$ cat src/rtl/cic_comb_decimator.sv
// ---------------------------------------------------------------------------
// cic_comb_decimator
//
// Comb (differentiator) and decimation half of a CIC decimation filter. It
// takes one full-rate integrator sample per clk_in cycle, keeps every
// DECIM-th sample and runs it through STAGES registered comb sections, each
// computing y = x - x delayed by DIFF_DELAY decimated samples. Arithmetic is
// modulo 2^DIN_WIDTH on purpose: the integrators upstream wrap freely, and
// the comb differences cancel that wrap exactly.
//
// Ports
//   clk_in      in   clock, one input sample per rising edge
//   rst         in   synchronous reset, active-high
//   din         in   DIN_WIDTH   signed integrator output at full rate
//   dout        out  DOUT_WIDTH  signed decimated output (top bits of the
//                                last comb stage, truncated)
//   dout_valid  out  one-cycle strobe when dout holds a new sample
// ---------------------------------------------------------------------------
module cic_comb_decimator #(
    parameter int DIN_WIDTH  = 32,
    parameter int DOUT_WIDTH = 32,
    parameter int STAGES     = 3,
    parameter int DECIM      = 8,
    parameter int DIFF_DELAY = 1
) (
    input  logic                         clk_in,
    input  logic                         rst,
    input  logic signed [DIN_WIDTH-1:0]  din,
    output logic signed [DOUT_WIDTH-1:0] dout,
    output logic                         dout_valid
);

    localparam int CNT_W = (DECIM > 1) ? $clog2(DECIM) : 1;
    localparam logic [CNT_W-1:0] CNT_LAST = CNT_W'(DECIM - 1);

    // Refuse to build an impossible configuration.
    if (DOUT_WIDTH > DIN_WIDTH || DECIM < 1 || STAGES < 1 ||
        (DIFF_DELAY != 1 && DIFF_DELAY != 2)) begin : g_cfg_err
        $error("cic_comb_decimator: invalid parameter combination");
    end

    // Wrapping two's-complement difference; overflow is intended.
    function automatic logic signed [DIN_WIDTH-1:0] wrap_sub(
        input logic signed [DIN_WIDTH-1:0] a,
        input logic signed [DIN_WIDTH-1:0] b
    );
        return a - b;
    endfunction

    // Keep the top DOUT_WIDTH bits, no rounding.
    function automatic logic signed [DOUT_WIDTH-1:0] trunc_out(
        input logic signed [DIN_WIDTH-1:0] a
    );
        return a[DIN_WIDTH-1 -: DOUT_WIDTH];
    endfunction

    logic [CNT_W-1:0] cnt_q, cnt_d;

    // Index 0 is the captured decimated sample (_p0); index j is comb stage j.
    logic signed [DIN_WIDTH-1:0] data_p_q [0:STAGES];
    logic signed [DIN_WIDTH-1:0] data_p_d [0:STAGES];
    logic                        vld_p_q  [0:STAGES];
    logic                        vld_p_d  [0:STAGES];

    // Per-stage delay line; element 0 is the most recent stage input.
    logic signed [DIN_WIDTH-1:0] dly_q [1:STAGES][0:DIFF_DELAY-1];
    logic signed [DIN_WIDTH-1:0] dly_d [1:STAGES][0:DIFF_DELAY-1];

    always_comb begin
        cnt_d    = (cnt_q == CNT_LAST) ? '0 : cnt_q + 1'b1;
        data_p_d = data_p_q;
        vld_p_d  = vld_p_q;
        dly_d    = dly_q;

        // Stage p0: decimation capture.
        vld_p_d[0] = (cnt_q == CNT_LAST);
        if (cnt_q == CNT_LAST) begin
            data_p_d[0] = din;
        end

        // Stages p1..pSTAGES: comb sections, advancing only on a valid input
        // so the delay is counted in decimated samples, not clock cycles.
        for (int j = 1; j <= STAGES; j++) begin
            vld_p_d[j] = vld_p_q[j-1];
            if (vld_p_q[j-1]) begin
                data_p_d[j] = wrap_sub(data_p_q[j-1], dly_q[j][DIFF_DELAY-1]);
                dly_d[j][0] = data_p_q[j-1];
                for (int k = 1; k < DIFF_DELAY; k++) begin
                    dly_d[j][k] = dly_q[j][k-1];
                end
            end
        end
    end

    always_ff @(posedge clk_in) begin
        if (rst) begin
            cnt_q <= '0;
            for (int j = 0; j <= STAGES; j++) begin
                data_p_q[j] <= '0;
                vld_p_q[j]  <= 1'b0;
            end
            for (int j = 1; j <= STAGES; j++) begin
                for (int k = 0; k < DIFF_DELAY; k++) begin
                    dly_q[j][k] <= '0;
                end
            end
        end else begin
            cnt_q    <= cnt_d;
            data_p_q <= data_p_d;
            vld_p_q  <= vld_p_d;
            dly_q    <= dly_d;
        end
    end

    // The last stage register only moves on the edge that raises its valid,
    // so it already holds its value between strobes.
    assign dout       = trunc_out(data_p_q[STAGES]);
    assign dout_valid = vld_p_q[STAGES];

endmodule

$ cat config.mk
export PLATFORM = sky130hd
export DESIGN_NAME = cic_comb_decimator
export DESIGN_NICKNAME = d
export VERILOG_FILES = /design/src/rtl/cic_comb_decimator.sv
export SDC_FILE = /design/constraint.sdc
export NUM_CORES = 1
export LEC_CHECK = 0
export CORE_MARGIN = 2
export CORE_UTILIZATION = 40
export DETAILED_ROUTE_END_ITERATION = 10
export GPL_ROUTABILITY_DRIVEN = 0
export PLACE_DENSITY_LB_ADDON = 0.1
export SLEW_MARGIN = 20
export SYNTH_ARGS = -nofsm -noshare
export SYNTH_HDL_FRONTEND = slang
export SYNTH_SLANG_ARGS = --single-unit
export TNS_END_PERCENT = 50
$ cat constraint.sdc
create_clock -name clk_in -period 7.1 [get_ports clk_in]
set_clock_uncertainty 0.1 [all_clocks]
set_input_delay 1.42 -clock clk_in [delete_from_list [all_inputs] [get_ports clk_in]]
set_output_delay 1.42 -clock clk_in [all_outputs]
set_load 0.02 [all_outputs]
# [Word level (Yosys, flattened, before mapping)]
# Cells that the tools add are included.
[totals] regBits=231 latchBits=0 ram_bits=0 rom_bits=0 elab_cells=18 memories=0
[classes] n_addsub=4 mul=0 n_div=0 magnitude_cmp=0 eq_ne=1 shifts=0 n_mux=0 bitwise_logic=0 n_reduce_logical=1
[ops] operator="32-bit subtractor" n=3
[ops] operator="3-bit by 1-bit adder with 3-bit output, second input constant" n=1
[ops] operator="3-bit == test, second input constant" n=1
[ops] operator="2-bit OR reduction" n=1

# [Longest topological paths before layout]
# Gate-level depths: netlist of the first run.
[depth] word_depth=2 ltp_mapped=12 ltp_nobuf=12

# [Worst setup path after synthesis of the first run]
# OpenSTA, ideal clock, no wires.
[synth_path] path_type="register to register" startpoint="register data_p_q[32] in the netlist's numbering" endpoint="register data_p_q, in the netlist dout[28]" arrival_ps=2580 t_required_ps=6878 slack_ps=4298 path_stages_with_launch=13 path_buffers=0 path_cell_list="dfxtp_1 > inv_1 > ha_1 > fa_1 > nor2b_1 > o31a_1 > o221ai_1 > a2111oi_2 > nor2_1 > nand2_1 > a31oi_1 > and4_1 > a311o_1"
[synth_via] elab_chain_len=1
[synth_rtl] item="from (decl)" line_no="60" text="logic signed [DIN_WIDTH-1:0] data_p_q [0:STAGES];"
[synth_rtl] item="from (signal assigned)" line_no="109" text="data_p_q <= data_p_d;"
[synth_rtl] item="32-bit subtractor" line_no="47" text="return a - b;"
# Every way passes these cells.
# A chain may end at the register's enable or synchronous reset.

==> impl_metrics.tcl, run 1 <==
set metrics [dict create \
    p_leak_uw 0.00587 \
    crit_path_frequent_cell "buf_4" \
    initial_utilization 0.403 \
    cts_root_buf "clkbuf_16" \
    ant_nets 0 \
    rows 67 \
    fmax_mhz 266 \
    fillers 3356 \
    h-tree-depth 1 \
    worst_setup_path_start_kind "input port" \
    synth_top_cell_area_share 0.345 \
    grt_pass1_vias 9604 \
    report.final.slew_viol_count 0 \
    hpwl_um 19700 \
    critPathCaptureType "flop" \
    synthFlopType "dfxtp_1" \
    die-width_um 187 \
    grt_pass1_wl_um 47100 \
    setup_viol 0 \
    synth_edf_count 0 \
    irDropWorstVdd_mv 0.167 \
    post-route-drc-count 0 \
    hold-path-cell-count 1 \
    crit_required_ns 7.42 \
    synth_top_family_by_area "compound AO/OA/AOI/OAI gates" \
    antennaDiodeCount 0 \
    synthTopCellsByCount "dfxtp_1, nor2_1, mux2i_1" \
    synth_cell_types 70 \
    vias_per_cell 5.01 \
    dieArea_um2 35000 \
    crit_family "buffers and inverters" \
    antenna_found_initial 0 \
    cts.hold.buffers_added 0 \
    reg2reg_setup_slack_ns 3.72 \
    hp-class "flop to flop" \
    drive_above_1_share 0.0401 \
    synth_seq_cells 231 \
    total_power_uw 2660 \
    placed_cells 1997 \
    synth_compound_area_frac 0.161 \
    status "finished clean" \
    routed_wirelength_um 27700 \
    ys_top_cells_by_area "dfxtp_1, mux2i_1, ha_1, nor2_1, a21oi_1" \
    path_class "input port to flop" \
    track_usage 0.156 \
    yosys.area_share.simple 0.155 \
    die_y_um 187 \
    yosys-mux-area-fraction 0.130 \
    min_period_ns 3.76 \
    r2r_cells 12 \
    synthArstFlopShare 0 \
    yosysWarnings 0 \
    clk_latency_ns 0.54 \
    tritoncts "built" \
    grt_max_degree 94 \
    synth_top_area_cell "dfxtp_1" \
    syn-mean-instance-area_um2 8.50 \
    synthesis.area_um2 13400 \
    synth_seq_area_share 0.345 \
    clockBufferDepth 3 \
    overflow 0 \
    period_share 0.530 \
    cts_inserted_buffers 27 \
    fin_cells 2043 \
    power.density_nw_per_um2 177 \
    hold_viol_final 0 \
    timing.slew.headroom 0.396 \
    firstDrtPassIters 5 \
    cp_slowest_cell "buf_4" \
    path_max_fanout 93 \
    cts.sinks 231 \
    synth_nets 1711 \
    path_cells "buf_6 -> buf_4 -> buf_4 -> or3_1 -> mux2i_1 -> a311o_1" \
    synth_most_common_cell "dfxtp_1" \
    cp_num_buf_inv 3 \
    vias 10228 \
    first_iter_violations 412 \
    synth_fa_ha_area_frac 0.0931 \
    ios 67 \
    final_nets 1710 \
    rsz0062_at_grt "false" \
    tightest_slew_ns 0.905 \
    drv.max_cap_violation_count 0 \
    path_clk_slew_ns 0.05 \
    finalSetupTns_ns 0 \
    arrival_ns 4.09 \
    worst-path-stages 6 \
    slowest_delay_ns 0.76 \
    syn_to_final_growth_pct 11.9 \
    cts_setup_buffers 0 \
    numPortBuffers 66 \
    core_area_um2 33300 \
    wire_per_inst_um 13.6 \
    synthXorXnorAreaFrac 0.0431 \
    cts_resized 0 \
    synthCells 1579 \
]
==> final cells by class <==
cell class                 instances  area [um^2]  share of cell area
clock inverter                    10         61.3             0.00408
multi-input combinational       1118         7820               0.521
timing repair buffer              73          714              0.0476
clock buffer                      36          749              0.0499
tap                              448          561              0.0373
sequential                       231         4630               0.309
inverter                         127          477              0.0317
==> registers in the layout, indices dropped and copies added, names as in the netlist <==
| register | flops |
|---|---|
| vld_p_d | 3 |
| dly_q | 96 |
| dout_valid | 1 |
| data_p_q | 96 |
| dout | 32 |
| cnt_q | 3 |
==> layout by cell type, fill, tap and decap left out, drive strengths merged, types with 11 or more instances in the layout <==
| cell type | netlist | final |
|---|---|---|
| nand2b | 19 | 19 |
| a31oi | 14 | 14 |
| o22ai | 11 | 11 |
| nor2b | 11 | 11 |
| nor2 | 227 | 227 |
| xor2 | 27 | 27 |
| clkbuf | 48 | 36 |
| nand4 | 14 | 14 |
| o21ai | 50 | 50 |
| nand3 | 34 | 34 |
| o21bai | 12 | 12 |
| and3 | 18 | 18 |
| mux2i | 171 | 171 |
| ha | 95 | 95 |
| a21o | 56 | 56 |
| a21oi | 96 | 96 |
| nor3 | 15 | 15 |
| dfxtp | 231 | 231 |
| a211oi | 16 | 16 |
| clkdlybuf4s50 | 0 | 65 |
| inv | 126 | 127 |
| nand2 | 72 | 72 |
| xnor2 | 39 | 39 |
==> power breakdown <==
group          switching (uW)  total (uW)  internal, uW
clock network             540        1280           736
logic                    48.6        86.0          37.4
registers                1.80        1300          1300
==> kinds of logic after synthesis <==
family          Yosys count
simple gates            453
compound gates          327
flops                   231
buf+inv                 230
mux                     174
fa+ha+maj                98
xor+xnor                 66
==> metal layers <==
layer,up-vias,GRT usage,share of wire
li1,5445,-,-
met1,4582,0.224,0.53
met2,148,0.243,0.41
met3,53,0.0199,0.031
met4,0,0.0440,0.025
met5,-,0,0
==> metrics by stage <==
step / util / setup slack (ns) / cell area (um^2) / hold WS, ns
floorplan: - / 4.30 / 13400 / 0.304
global placement: 0.427 / 2.76 / 14200 / 0.318
detailed placement: 0.427 / 2.75 / 14200 / 0.316
CTS: 0.451 / 3.31 / 15000 / 0.324
global route: 0.451 / 3.12 / 15000 / 0.360
finish: 0.451 / 3.34 / 15000 / 0.324
==> path summary, 6_finish.rpt <==
check                                    end          from
worst max-delay path            data_p_q[80]           rst
worst min-delay path                cnt_q[0]      cnt_q[0]
worst max register to register  data_p_q[60]  data_p_q[64]
worst min register to register      cnt_q[0]      cnt_q[0]
No activity file was read; power rests on OpenSTA's default activity.
==> run 2: changes to the inputs <==
- clock period: 7.1 -> 3.9 ns (I/O delays scaled with it)
==> impl_metrics.tcl, run 2 (synthesized netlist as in run 1, its figures left out) <==
set metrics [dict create \
    timing.slew.headroom 0.236 \
    crit_family "compound AO/OA/AOI/OAI gates" \
    ant_nets 0 \
    drv.max_cap_violation_count 0 \
    crit_path_start "data_p_q[64]" \
    hpwl_um 19400 \
    cts_resized 0 \
    cts.sinks 231 \
    total_power_uw 4930 \
    antennaDiodeCount 0 \
    numPortBuffers 66 \
    routed_wirelength_um 27400 \
    p_leak_uw 0.00591 \
    track_usage 0.156 \
    cp_slowest_cell "a2111oi_0" \
    initial_utilization 0.403 \
    critPathCaptureType "flop" \
    tritoncts "built" \
    drive_above_1_share 0.0389 \
    grt_max_degree 211 \
    hp-class "flop to flop" \
    setup_viol 0 \
    crit_path_frequent_cell "a31oi_1" \
    final_nets 1711 \
    vias_per_cell 4.95 \
    antenna_found_initial 0 \
    hold_start "cnt_q[0]" \
    r2r_cells 12 \
    power.density_nw_per_um2 327 \
    crit_required_ns 4.22 \
    report.final.slew_viol_count 0 \
    period_share 0.822 \
    arrival_ns 3.53 \
    cp_num_buf_inv 1 \
    wire_per_inst_um 13.4 \
    ios 67 \
    core_area_um2 33300 \
    worstReg2RegStart "data_p_q[64]" \
    cts_setup_buffers 0 \
    rsz0062_at_grt "false" \
    vias 10116 \
    placed_area_um2 14200 \
    first_iter_violations 441 \
    reg2reg_setup_slack_ns 0.69 \
    cts_inserted_buffers 27 \
    hold_ws_ns 0.328 \
    path_clk_slew_ns 0.05 \
    clk_latency_ns 0.53 \
    irDropWorstVdd_mv 0.317 \
    final_common_cell "dfxtp_1" \
    fin_area_um2 15100 \
    post-route-drc-count 0 \
    grt_pass1_vias 9586 \
    die_y_um 187 \
    path_class "flop to flop" \
    whs_endpoint "cnt_q[0]" \
    grt_pass1_wl_um 47300 \
    overflow 0 \
    hold_viol_final 0 \
    min_period_ns 3.21 \
    status "finished clean" \
    h-tree-depth 1 \
    slowest_delay_ns 0.48 \
    tightest_slew_ns 1.15 \
    fmax_mhz 312 \
    die-width_um 187 \
    fillers 3326 \
    cts_root_buf "clkbuf_16" \
    cts.hold.buffers_added 0 \
    r2r_end "data_p_q[60]" \
    path_cells "inv_1 -> ha_1 -> fa_1 -> nor2b_1 -> o31ai_1 -> a2111oi_0 -> a211oi_1 -> a31oi_1 -> a31oi_1 -> o21bai_1 -> nand4b_1 -> o311ai_1" \
    clockBufferDepth 3 \
    rows 67 \
    firstDrtPassIters 5 \
    dieArea_um2 35000 \
    layout_common_cells "dfxtp_1, nor2_1, mux2i_1, inv_1, a21oi_1" \
    syn_to_final_growth_pct 12.4 \
    finalSetupTns_ns 0 \
    worst_setup_path_start_kind "flop" \
    path_max_fanout 3 \
    hold-path-cell-count 1 \
]
## run 2: changes by cell type in the layout (fill, tap and decap cells not counted), moves of 2 or more
cell / previous run / this run
clkbuf_8: 4 / 6
buf_12: 0 / 2
clkinv_2: 6 / 1
clkinvlp_4: 3 / 1
## run 2: through the flow
step	utilization	cells	setup slack, ns
final	0.453	2042	0.695
after detailed placement	0.427	1997	0.654
after floorplan	-	1579	1.10
after CTS	0.453	2041	0.644
after global routing	0.453	2042	0.390
after global placement	0.427	1997	0.805
## run 2: worst max-delay path by stage
stage	endpoint	slack [ns]	cells past startpoint
after floorplan	dout[28]	1.10	12
after global placement	dout[28]	0.80	12
after detailed placement	data_p_q[60]	0.65	12
after CTS	data_p_q[60]	0.64	12
after global routing	data_p_q[62]	0.39	12
final	data_p_q[60]	0.69	12
## run 2: cell type report
class / count / area (um^2) / share of cell area
clock buffer: 40 / 806 / 0.0534
clock inverter: 4 / 51.3 / 0.00340
inverter: 127 / 477 / 0.0316
multi-input combinational: 1118 / 7810 / 0.518
sequential: 231 / 4630 / 0.307
tap: 448 / 561 / 0.0372
timing repair buffer: 74 / 747 / 0.0495
## run 2: power breakdown
part / internal, uW / switching [uW] / total (uW)
combinational: 68.9 / 88.6 / 157
sequential: 2360 / 3.11 / 2370
clock: 1480 / 925 / 2400
total: 3910 / 1020 / 4930
## run 2: metal layers
layer	global-route usage	share of wire	vias to the layer above
li1	-	-	5451
met1	0.228	0.54	4501
met2	0.244	0.41	124
met3	0.0205	0.027	40
met4	0.0366	0.022	0
met5	0	0	-
## run 2: worst register-to-register path: stages, from the launching register on
cell       delay [ns]
dfxtp_1          0.35
inv_1            0.05
ha_1             0.21
fa_1             0.40
nor2b_1          0.17
o31ai_1          0.11
a2111oi_0        0.48
a211oi_1         0.15
a31oi_1          0.41
a31oi_1          0.24
o21bai_1         0.23
nand4b_1         0.12
o311ai_1         0.10
